File: src/rtl/hazard_pkg.sv
// Shared codes, md timer state type and helpers for the hazard_ctrl_mc controller.
// HAZARD_PERF_CNT_EN enables the stall performance counters in the top.
package hazard_pkg;

  localparam logic [2:0] PCSRC_JR   = 3'b010;
  localparam logic [2:0] PCSRC_EXC  = 3'b011;
  localparam logic [2:0] PCSRC_ERET = 3'b100;

  localparam logic [1:0] FWD_EX_MEM = 2'b01;

  typedef enum logic {
    MD_IDLE = 1'b0,
    MD_BUSY = 1'b1
  } md_state_e;

  // Exception entry and eret own the PC redirect, so they never flush on a branch/jump.
  function automatic logic is_exc_src(input logic [2:0] src);
    return (src == PCSRC_EXC) || (src == PCSRC_ERET);
  endfunction

  function automatic logic [31:0] sat_inc32(input logic [31:0] val, input logic en);
    return (en && (val != 32'hFFFF_FFFF)) ? val + 32'd1 : val;
  endfunction

endpackage

File: src/rtl/hazard_ctrl_mc_if.sv
// Pipeline-to-hazard-controller bundle: ID/EX/MEM sideband in, stage enables and flushes out.
interface hazard_ctrl_mc_if #(
  parameter int RA_W = 5
);

  logic [2:0]      pc_src;
  logic            branch_hazard;
  logic            jump_hazard;
  logic            id_ex_mem_read;
  logic [RA_W-1:0] id_ex_rt;
  logic            ex_mem_mem_read;
  logic [RA_W-1:0] if_id_rs;
  logic [RA_W-1:0] if_id_rt;
  logic            if_id_uses_rt;
  logic [1:0]      id_fwd_1;
  logic            md_start;
  logic            if_id_uses_hilo;
  logic            dmem_req;
  logic            dmem_ready;

  logic            pc_wen;
  logic            if_wen;
  logic            id_wen;
  logic            ex_wen;
  logic            if_flush;
  logic            id_flush;
  logic            load_use_hazard;
  logic            md_busy;

  modport master (
    output pc_src, branch_hazard, jump_hazard, id_ex_mem_read, id_ex_rt,
           ex_mem_mem_read, if_id_rs, if_id_rt, if_id_uses_rt, id_fwd_1,
           md_start, if_id_uses_hilo, dmem_req, dmem_ready,
    input  pc_wen, if_wen, id_wen, ex_wen, if_flush, id_flush,
           load_use_hazard, md_busy
  );

  modport slave (
    input  pc_src, branch_hazard, jump_hazard, id_ex_mem_read, id_ex_rt,
           ex_mem_mem_read, if_id_rs, if_id_rt, if_id_uses_rt, id_fwd_1,
           md_start, if_id_uses_hilo, dmem_req, dmem_ready,
    output pc_wen, if_wen, id_wen, ex_wen, if_flush, id_flush,
           load_use_hazard, md_busy
  );

endinterface

File: src/rtl/md_busy_timer.sv
// Mul/div busy timer: counts MD_LAT cycles after md_start, frozen while data memory stalls.
module md_busy_timer
  import hazard_pkg::*;
#(
  parameter int MD_LAT = 4,
  parameter int CNT_W  = 4
) (
  input  logic clk,
  input  logic reset,
  input  logic md_start_i,
  input  logic mem_wait_i,
  output logic md_busy_o
);

  localparam logic [CNT_W-1:0] LAT = CNT_W'(MD_LAT);

  md_state_e        state_q;
  logic [CNT_W-1:0] cnt_q;

  // A frozen pipeline holds EX, so md_start seen during mem_wait is re-issued later.
  always_ff @(posedge clk or negedge reset) begin
    if (!reset) begin
      state_q <= MD_IDLE;
      cnt_q   <= '0;
    end else if (!mem_wait_i) begin
      case (state_q)
        MD_IDLE: begin
          if (md_start_i) begin
            cnt_q   <= LAT;
            state_q <= MD_BUSY;
          end
        end
        MD_BUSY: begin
          if (md_start_i) begin
            cnt_q <= LAT;
          end else begin
            cnt_q <= cnt_q - 1'b1;
            if (cnt_q == CNT_W'(1)) state_q <= MD_IDLE;
          end
        end
        default: begin
          state_q <= MD_IDLE;
          cnt_q   <= '0;
        end
      endcase
    end
  end

  assign md_busy_o = (state_q == MD_BUSY);

endmodule

File: src/rtl/hazard_ctrl_mc.sv
// Hazard controller for the 5-stage MIPS core: load-use/jr, HI/LO busy, dmem wait, flushes.
// Define HAZARD_PERF_CNT_EN to add saturating stall-cycle performance counters.
module hazard_ctrl_mc
  import hazard_pkg::*;
#(
  parameter int RA_W   = 5,
  parameter int MD_LAT = 4,
  parameter int CNT_W  = 4
) (
  input  logic                clk,
  input  logic                reset,
  hazard_ctrl_mc_if.slave     hz
`ifdef HAZARD_PERF_CNT_EN
  ,
  output logic [31:0]         perf_lu_cnt_o,
  output logic [31:0]         perf_md_cnt_o,
  output logic [31:0]         perf_mem_cnt_o
`endif
);

  localparam logic [RA_W-1:0] REG_ZERO = '0;

  logic mem_wait;
  logic rs_hit;
  logic rt_hit;
  logic jr_hit;
  logic load_use;
  logic md_busy;
  logic md_stall;
  logic redirect;

  // Register 0 is hardwired, so a compare against it can never be a real dependency.
  assign mem_wait = hz.dmem_req & ~hz.dmem_ready;
  assign rs_hit   = (hz.id_ex_rt == hz.if_id_rs) && (hz.if_id_rs != REG_ZERO);
  assign rt_hit   = hz.if_id_uses_rt && (hz.id_ex_rt == hz.if_id_rt) && (hz.if_id_rt != REG_ZERO);
  assign jr_hit   = (hz.pc_src == PCSRC_JR) && (hz.id_fwd_1 == FWD_EX_MEM) && hz.ex_mem_mem_read;
  assign load_use = (hz.id_ex_mem_read && (rs_hit || rt_hit)) || jr_hit;
  assign md_stall = md_busy & hz.if_id_uses_hilo;
  assign redirect = (hz.branch_hazard | hz.jump_hazard) & ~is_exc_src(hz.pc_src);

  md_busy_timer #(
    .MD_LAT (MD_LAT),
    .CNT_W  (CNT_W)
  ) u_md_timer (
    .clk        (clk),
    .reset      (reset),
    .md_start_i (hz.md_start),
    .mem_wait_i (mem_wait),
    .md_busy_o  (md_busy)
  );

  assign hz.md_busy = md_busy;

  // A suppressed branch/jump is not lost: ID re-presents it once the stall clears.
  always_comb begin
    hz.pc_wen          = 1'b1;
    hz.if_wen          = 1'b1;
    hz.id_wen          = 1'b1;
    hz.ex_wen          = 1'b1;
    hz.if_flush        = 1'b0;
    hz.id_flush        = 1'b0;
    hz.load_use_hazard = 1'b0;
    if (!reset) begin
      hz.pc_wen = 1'b1;
    end else if (mem_wait) begin
      hz.pc_wen = 1'b0;
      hz.if_wen = 1'b0;
      hz.id_wen = 1'b0;
      hz.ex_wen = 1'b0;
    end else if (load_use || md_stall) begin
      hz.pc_wen          = 1'b0;
      hz.if_wen          = 1'b0;
      hz.id_flush        = 1'b1;
      hz.load_use_hazard = load_use;
    end else begin
      hz.if_flush = redirect;
      hz.id_flush = hz.branch_hazard;
    end
  end

`ifdef HAZARD_PERF_CNT_EN
  logic [31:0] perf_lu_q,  perf_lu_d;
  logic [31:0] perf_md_q,  perf_md_d;
  logic [31:0] perf_mem_q, perf_mem_d;

  assign perf_lu_d  = sat_inc32(perf_lu_q,  load_use);
  assign perf_md_d  = sat_inc32(perf_md_q,  md_stall);
  assign perf_mem_d = sat_inc32(perf_mem_q, mem_wait);

  always_ff @(posedge clk or negedge reset) begin
    if (!reset) begin
      perf_lu_q  <= '0;
      perf_md_q  <= '0;
      perf_mem_q <= '0;
    end else begin
      perf_lu_q  <= perf_lu_d;
      perf_md_q  <= perf_md_d;
      perf_mem_q <= perf_mem_d;
    end
  end

  assign perf_lu_cnt_o  = perf_lu_q;
  assign perf_md_cnt_o  = perf_md_q;
  assign perf_mem_cnt_o = perf_mem_q;
`endif

endmodule

File: src/flat_wrapper.sv
// flat-port wrapper written by rule: the top's interface ports become plain ports
module hazard_ctrl_mc_flat import hazard_pkg::*;
#(
  parameter int RA_W   = 5,
  parameter int MD_LAT = 4,
  parameter int CNT_W  = 4
)
  (clk, reset, hz_pc_src, hz_branch_hazard, hz_jump_hazard, hz_id_ex_mem_read, hz_id_ex_rt, hz_ex_mem_mem_read, hz_if_id_rs, hz_if_id_rt, hz_if_id_uses_rt, hz_id_fwd_1, hz_md_start, hz_if_id_uses_hilo, hz_dmem_req, hz_dmem_ready, hz_pc_wen, hz_if_wen, hz_id_wen, hz_ex_wen, hz_if_flush, hz_id_flush, hz_load_use_hazard, hz_md_busy);
  hazard_ctrl_mc_if #(.RA_W(RA_W)) hz_i ();
  input  logic clk;
  input  logic reset;
  input wire logic [$bits(hz_i.pc_src)-1:0] hz_pc_src;
  input wire logic [$bits(hz_i.branch_hazard)-1:0] hz_branch_hazard;
  input wire logic [$bits(hz_i.jump_hazard)-1:0] hz_jump_hazard;
  input wire logic [$bits(hz_i.id_ex_mem_read)-1:0] hz_id_ex_mem_read;
  input wire logic [$bits(hz_i.id_ex_rt)-1:0] hz_id_ex_rt;
  input wire logic [$bits(hz_i.ex_mem_mem_read)-1:0] hz_ex_mem_mem_read;
  input wire logic [$bits(hz_i.if_id_rs)-1:0] hz_if_id_rs;
  input wire logic [$bits(hz_i.if_id_rt)-1:0] hz_if_id_rt;
  input wire logic [$bits(hz_i.if_id_uses_rt)-1:0] hz_if_id_uses_rt;
  input wire logic [$bits(hz_i.id_fwd_1)-1:0] hz_id_fwd_1;
  input wire logic [$bits(hz_i.md_start)-1:0] hz_md_start;
  input wire logic [$bits(hz_i.if_id_uses_hilo)-1:0] hz_if_id_uses_hilo;
  input wire logic [$bits(hz_i.dmem_req)-1:0] hz_dmem_req;
  input wire logic [$bits(hz_i.dmem_ready)-1:0] hz_dmem_ready;
  output wire logic [$bits(hz_i.pc_wen)-1:0] hz_pc_wen;
  output wire logic [$bits(hz_i.if_wen)-1:0] hz_if_wen;
  output wire logic [$bits(hz_i.id_wen)-1:0] hz_id_wen;
  output wire logic [$bits(hz_i.ex_wen)-1:0] hz_ex_wen;
  output wire logic [$bits(hz_i.if_flush)-1:0] hz_if_flush;
  output wire logic [$bits(hz_i.id_flush)-1:0] hz_id_flush;
  output wire logic [$bits(hz_i.load_use_hazard)-1:0] hz_load_use_hazard;
  output wire logic [$bits(hz_i.md_busy)-1:0] hz_md_busy;
  assign hz_i.pc_src = hz_pc_src;
  assign hz_i.branch_hazard = hz_branch_hazard;
  assign hz_i.jump_hazard = hz_jump_hazard;
  assign hz_i.id_ex_mem_read = hz_id_ex_mem_read;
  assign hz_i.id_ex_rt = hz_id_ex_rt;
  assign hz_i.ex_mem_mem_read = hz_ex_mem_mem_read;
  assign hz_i.if_id_rs = hz_if_id_rs;
  assign hz_i.if_id_rt = hz_if_id_rt;
  assign hz_i.if_id_uses_rt = hz_if_id_uses_rt;
  assign hz_i.id_fwd_1 = hz_id_fwd_1;
  assign hz_i.md_start = hz_md_start;
  assign hz_i.if_id_uses_hilo = hz_if_id_uses_hilo;
  assign hz_i.dmem_req = hz_dmem_req;
  assign hz_i.dmem_ready = hz_dmem_ready;
  assign hz_pc_wen = hz_i.pc_wen;
  assign hz_if_wen = hz_i.if_wen;
  assign hz_id_wen = hz_i.id_wen;
  assign hz_ex_wen = hz_i.ex_wen;
  assign hz_if_flush = hz_i.if_flush;
  assign hz_id_flush = hz_i.id_flush;
  assign hz_load_use_hazard = hz_i.load_use_hazard;
  assign hz_md_busy = hz_i.md_busy;
  hazard_ctrl_mc #(.RA_W(RA_W), .MD_LAT(MD_LAT), .CNT_W(CNT_W)) u_core (.clk(clk), .reset(reset), .hz(hz_i));
endmodule
File: config.mk
export PLATFORM = sky130hd
export DESIGN_NAME = hazard_ctrl_mc_flat
export DESIGN_NICKNAME = d
export VERILOG_FILES = /design/src/rtl/hazard_pkg.sv /design/src/rtl/hazard_ctrl_mc_if.sv /design/src/rtl/md_busy_timer.sv /design/src/rtl/hazard_ctrl_mc.sv /design/src/flat_wrapper.sv
export SDC_FILE = /design/constraint.sdc
export NUM_CORES = 1
export LEC_CHECK = 0
export CAP_MARGIN = 20
export CORE_MARGIN = 3
export CORE_UTILIZATION = 36
export DETAILED_ROUTE_END_ITERATION = 10
export GPL_TIMING_DRIVEN = 0
export PLACE_DENSITY = 0.86
export SYNTH_ARGS = -nofsm -noshare
export SYNTH_HDL_FRONTEND = slang
export SYNTH_SLANG_ARGS = --single-unit
File: constraint.sdc
create_clock -name clk -period 4.8 [get_ports clk]
set_clock_uncertainty 0.1 [all_clocks]
set_input_delay 1.2 -clock clk [delete_from_list [all_inputs] [get_ports clk]]
set_output_delay 1.2 -clock clk [all_outputs]
set_load 0.02 [all_outputs]
==> impl_metrics.yaml, run 1 <==
outcome:
  status: "completed"
routing:
  totalWireLength_mm: 1.610
  dr.pass1.iters: 4
  wl_per_cell_um: 12.78
  vias: 680
  drtIter0Drc: 18
  drc_errors: 0
  ant_nets: 0
  via_per_inst: 5.397
worst_setup_path:
  critical_path.cell_chain: "clkdlybuf4s50_1 > nor4_2 > nor3_1 > o2111ai_2 > o31ai_1 > o21ai_1 > buf_4 > clkdlybuf4s50_1"
  crit_start: "hz_if_id_rs[0]"
  path_class: "input port to primary output"
  crit_path_end_kind: "primary output"
  critPathSlowestCell: "clkdlybuf4s50_1"
  r2r_slack_ns: 3.45
  arrival_ns: 3.25
  critPathLaunchType: "input port"
  r2r-end: "u_core.u_md_timer.cnt_q[3]$_DFFE_PN0P_"
  r2r_start: "u_core.u_md_timer.md_busy_o$_DFFE_PN0N_"
  crit_fanout: 2
  r2r_cells: 5
  critPathRequiredTime_ns: 3.50
  slowest_delay_ns: 0.58
  cp_common_cell: "clkdlybuf4s50_1"
placed_design:
  dpl_cell_area_um2: 950.9
  gp_congestion: 0.8216
  numPortBuffers: 38
  place.detailed.hpwl_mm: 1.454
global_route:
  grt_max_degree: 9
  grt_pass1_vias: 672
  antenna_found_initial: 0
  grt_pass1_wl_mm: 2.684
  grt-ovfl-total: 0
  grtUsageTotal_pct: 17.94
die:
  die_w_um: 45.15
  core_area_um2: 1366
  start_util_pct: 40.38
  fp.dieArea_um2: 2039
  io_pins: 39
  die-height_um: 45.15
  rows: 13
clocking:
  cts_buffers: 3
  cts-htree-levels: 1
  cts_buffer_depth: 2
  postCtsSetupBuffers: 0
  clk_latency_ns: 0.25
  hold_buffers: 0
  root_buffer: "clkbuf_4"
  cts.sink_count: 5
  cts-resized-gates: 0
  cts_tree: "yes"
  clk_pin_slew_ns: 0.04
timing:
  setup_viol: 0
  hold_viol_final: 0
  period_minus_slack_ns: 4.545
  finalSetupTns_ns: 0
  worstMarginPinSlew_ns: 0.4116
  slew_headroom_pct: 72.50
  rsz0062_at_grt: "no"
  maxSlewViolCount: 0
  fin_crit_sh_pct: 94.69
  clock.fmax_mhz: 220.0
finish:
  multi_input_area_um2: 395.4
  diodes: 0
  final_cell_area_um2: 977.2
  final-seq-area_um2: 125.1
  nNetsFinal: 145
  area_growth_pct: 77.10
  filler_cell_count: 119
  mostFrequentLayoutCell: "clkdlybuf4s50_1"
  final_cell_mix: "clkdlybuf4s50_1 (38), nor2_1 (7), nand2_1 (5), a21oi_1 (5), dfrtp_1 (5)"
  finalCoreUtilization_pct: 71.52
  final_layout_size_suffix_gt1_share_pct: 9.910
pwr:
  max-vdd-ir-drop_uv: 174.0
  clock_power_share_pct: 21.4
  power_density_nw_per_um2: 238.2
  finalPower_mw: 0.2328
  leakagePower_nw: 0.3821
  pwr-share-comb_pct: 50.5
  power_frac_seq_pct: 28.1
  p_sw_mw: 0.08200
  p_int_mw: 0.1508
  switching_share_pct: 35.23
yosys:
  synth_edf_count: 0
  syn_area_um2: 551.8
  syn_avg_cell_area_um2: 7.997
  synth_nets: 102
  ys_ff_latch: 5
  ys.flop_type: "dfrtp_1"
  yosys-top-cells-area: "dfrtp_1 (23%), xnor2_1 (6.3%), xor2_1 (6.3%)"
  yosys_warnings: 0
  synth_top_cell_area_share_pct: 22.68
  ys_seq_area_share_pct: 22.68
  synth_top_area_cell: "dfrtp_1"
  syn_inst: 69
  synth.distinct_cells: 34
  async_reset_ff_share_pct: 100.0
min_path:
  min_to: "u_core.u_md_timer.cnt_q[3]$_DFFE_PN0P_"
  hp-class: "flip-flop to flip-flop"
  min_from: "u_core.u_md_timer.cnt_q[3]$_DFFE_PN0P_"
  whs_path_depth: 2
run:
  max_cap_viol_count: 0
[synthesized netlist by cell type (all sizes together), types with 3 or more instances]
cell type  instances
xnor2              4
buf                3
a21oi              5
nand4              3
dfrtp              5
nor2               7
inv                3
nand2              5
xor2               4
nor3               3
o21ai              4
[state kept, by name, indices dropped and copies added (netlist names)]
| name | cells |
|---|---|
| u_core.u_md_timer.cnt_q | 4 |
| u_core.u_md_timer.md_busy_o | 1 |
[critical path: cells and delay by family]
| kind | cells | cell delay [ns] |
|---|---|---|
| buffers and inverters | 3 | 1.16 |
| AO/OA/AOI/OAI | 3 | 0.52 |
| AND/OR/NAND/NOR | 2 | 0.35 |
[cell families (layout without fill, tap and decap cells)]
group | after synthesis | count (layout) | share of synthesized area, %
buffers and inverters | 6 | 48 | 5.667
DFF | 5 | 5 | 22.68
muxes | 2 | 2 | 3.628
and+or+nand+nor | 28 | 28 | 27.90
xor gates and xnor gates | 8 | 8 | 12.70
AOI/OAI and AO/OA | 18 | 18 | 22.90
adders and majority gates | 2 | 2 | 4.534
[power groups by stage]
stage               clock, mW  combinational [mW]  sequential [mW]
global route           0.0543               0.130           0.0676
floorplan                   0              0.0645           0.0655
detailed placement          0               0.118           0.0661
CTS                    0.0511               0.118           0.0655
global placement            0               0.112           0.0652
finish                 0.0497               0.118           0.0655
[layout make-up]
cell class / instances / share of cell area (%)
Buffer: 3 / 2.049
Clock buffer: 4 / 2.689
Inverter: 3 / 1.152
Multi-Input combinational cell: 58 / 40.46
Sequential cell: 5 / 12.80
Tap cell: 15 / 1.921
Timing Repair Buffer: 38 / 38.92
[per-stage QoR]
step                      hold slack [ns]  instances  worst slack, ns
final                              0.4372        126           0.2549
after floorplan                    0.3713         69            1.075
after detailed placement           0.4264        122           0.2361
after global routing               0.4702        126          0.02333
after global placement             0.3915        122           0.2596
after CTS                          0.4369        126           0.2368
[routing by layer]
metal | track usage (%) | vias to the layer above | wire length [um]
met5 | 0 | - | 0
met4 | 5.848 | 0 | 41
met1 | 19.76 | 311 | 608
li1 | - | 337 | -
met2 | 31.64 | 28 | 854
met3 | 6.375 | 4 | 105
[worst max path at each step]
stage,cells after the start,end
floorplan,6,hz_pc_wen
global placement,8,hz_pc_wen
detailed placement,8,hz_pc_wen
CTS,8,hz_pc_wen
global route,8,hz_pc_wen
finish,8,hz_pc_wen
No activity file was read; power rests on OpenSTA's default activity.
==> run 2, diff against run 1 <==
Settings changed: CAP_MARGIN 20 to 30, SETUP_SLACK_MARGIN set to 0.1.
==> impl_metrics.yaml, run 2 (synthesis results as in run 1) <==
outcome:
  status: "completed"
clocking:
  clk_latency_ns: 0.25
  cts_buffer_depth: 2
  hold_buffers: 0
  clk_pin_slew_ns: 0.04
  cts_buffers: 3
  postCtsSetupBuffers: 0
  cts-htree-levels: 1
  root_buffer: "clkbuf_4"
  cts.sink_count: 5
  cts_tree: "yes"
finish:
  final_cell_mix: "clkdlybuf4s50_1 (37), nor2_1 (7), nand2_1 (5), a21oi_1 (5), dfrtp_1 (5)"
  mostFrequentLayoutCell: "clkdlybuf4s50_1"
  largest_reg_flops: 4
  instances_no_fill: 126
  final-seq-area_um2: 125.1
  area_growth_pct: 77.55
  final_layout_size_suffix_gt1_share_pct: 9.910
  diodes: 0
  finalCoreUtilization_pct: 71.70
  multi_input_area_um2: 395.4
  filler_cell_count: 118
  top_register: "u_core.u_md_timer.cnt_q"
  nNetsFinal: 145
routing:
  vias: 680
  drtIter0Drc: 18
  totalWireLength_mm: 1.612
  wl_per_cell_um: 12.79
  ant_nets: 0
  dr.pass1.iters: 4
  via_per_inst: 5.397
  drc_errors: 0
die:
  core_area_um2: 1366
  start_util_pct: 40.38
  die_w_um: 45.15
  io_pins: 39
  rows: 13
  die-height_um: 45.15
  fp.dieArea_um2: 2039
timing:
  rsz0062_at_grt: "no"
  finalSetupTns_ns: 0
  setup_slack_ns: 0.3373
  maxSlewViolCount: 0
  worstMarginPinSlew_ns: 0.4114
  clock.fmax_mhz: 224.1
  slew_headroom_pct: 72.52
  setup_viol: 0
  period_minus_slack_ns: 4.463
  hold_viol_final: 0
  fin_crit_sh_pct: 92.97
global_route:
  grt_max_degree: 9
  grt_pass1_wl_mm: 2.684
  antenna_found_initial: 0
  grt-ovfl-total: 0
  grt_pass1_vias: 672
  grtUsageTotal_pct: 17.94
worst_setup_path:
  path_class: "input port to primary output"
  arrival_ns: 3.16
  critPathLaunchType: "input port"
  crit_path_end_kind: "primary output"
  crit_fanout: 3
  critPathRequiredTime_ns: 3.50
placed_design:
  dpl_worst_slack_ns: 0.2361
  place.detailed.hpwl_mm: 1.454
  placed_cells: 122
  numPortBuffers: 38
  gp_congestion: 0.8216
run:
  max_cap_viol_count: 0
pwr:
  power_density_nw_per_um2: 237.4
  max-vdd-ir-drop_uv: 174.0
  leakagePower_nw: 0.3876
min_path:
  hp-class: "flip-flop to flip-flop"
==> run 2: worst paths after layout <==
kind / start / to / slack (ns) / cells past startpoint
max: hz_id_ex_rt[2] / hz_id_flush / 0.34 / 7
min: u_core.u_md_timer.cnt_q[3]$_DFFE_PN0P_ / u_core.u_md_timer.cnt_q[3]$_DFFE_PN0P_ / 0.44 / 2
max reg2reg: u_core.u_md_timer.md_busy_o$_DFFE_PN0N_ / u_core.u_md_timer.cnt_q[3]$_DFFE_PN0P_ / 3.45 / 5
min reg2reg: u_core.u_md_timer.cnt_q[3]$_DFFE_PN0P_ / u_core.u_md_timer.cnt_q[3]$_DFFE_PN0P_ / 0.44 / 2
max in group asynchronous: reset / u_core.u_md_timer.cnt_q[0]$_DFFE_PN0P_ / 3.23 / 1
min in group asynchronous: reset / u_core.u_md_timer.md_busy_o$_DFFE_PN0N_ / 1.12 / 1
==> run 2: final cells by class <==
cell class,count,area share [%]
clock buffer,4,2.682
multi-input combinational,58,40.36
buffer,3,2.043
timing repair buffer,38,39.08
tap,15,1.916
inverter,3,1.149
sequential,5,12.77
==> run 2: metrics by stage <==
stage                     total power, mW  cell area [um2]  hold WS (ns)
final                              0.2326            979.7        0.4373
after global routing               0.2518            979.7        0.4702
after CTS                          0.2347            977.2        0.4369
after detailed placement           0.1838            950.9        0.4264
after global placement             0.1776            950.9        0.3915
after floorplan                    0.1301            551.8        0.3713
==> run 2: worst max-delay path, stage by stage <==
cell	delay, ns
clkdlybuf4s50_1	0.56
nor4_1	0.09
o21ai_2	0.10
nand4_1	0.11
o31a_2	0.32
a31oi_1	0.14
clkdlybuf4s50_1	0.64
==> run 2: where the power goes <==
group / leakage, nW / internal, mW / switching, mW
Combinational: 0.314 / 0.0641 / 0.0533
Sequential: 0.0582 / 0.0550 / 0.0105
Clock: 0.0150 / 0.0315 / 0.0182
Total: 0.388 / 0.151 / 0.0820
==> run 2: timing repair <==
action                                  CTS  global route
endpoints found under the setup margin    0             1
endpoints found under the hold margin     0             0
gates resized for setup                   0             1
==> run 2: layer usage <==
metal | share of wire, % | wire length (um) | vias to the layer above | GRT usage (%)
met5 | 0 | 0 | - | 0
met4 | 2.5 | 41 | 0 | 5.848
met3 | 6.6 | 106 | 4 | 6.375
met2 | 53 | 855 | 28 | 31.64
met1 | 38 | 608 | 311 | 19.76
li1 | - | - | 337 | -
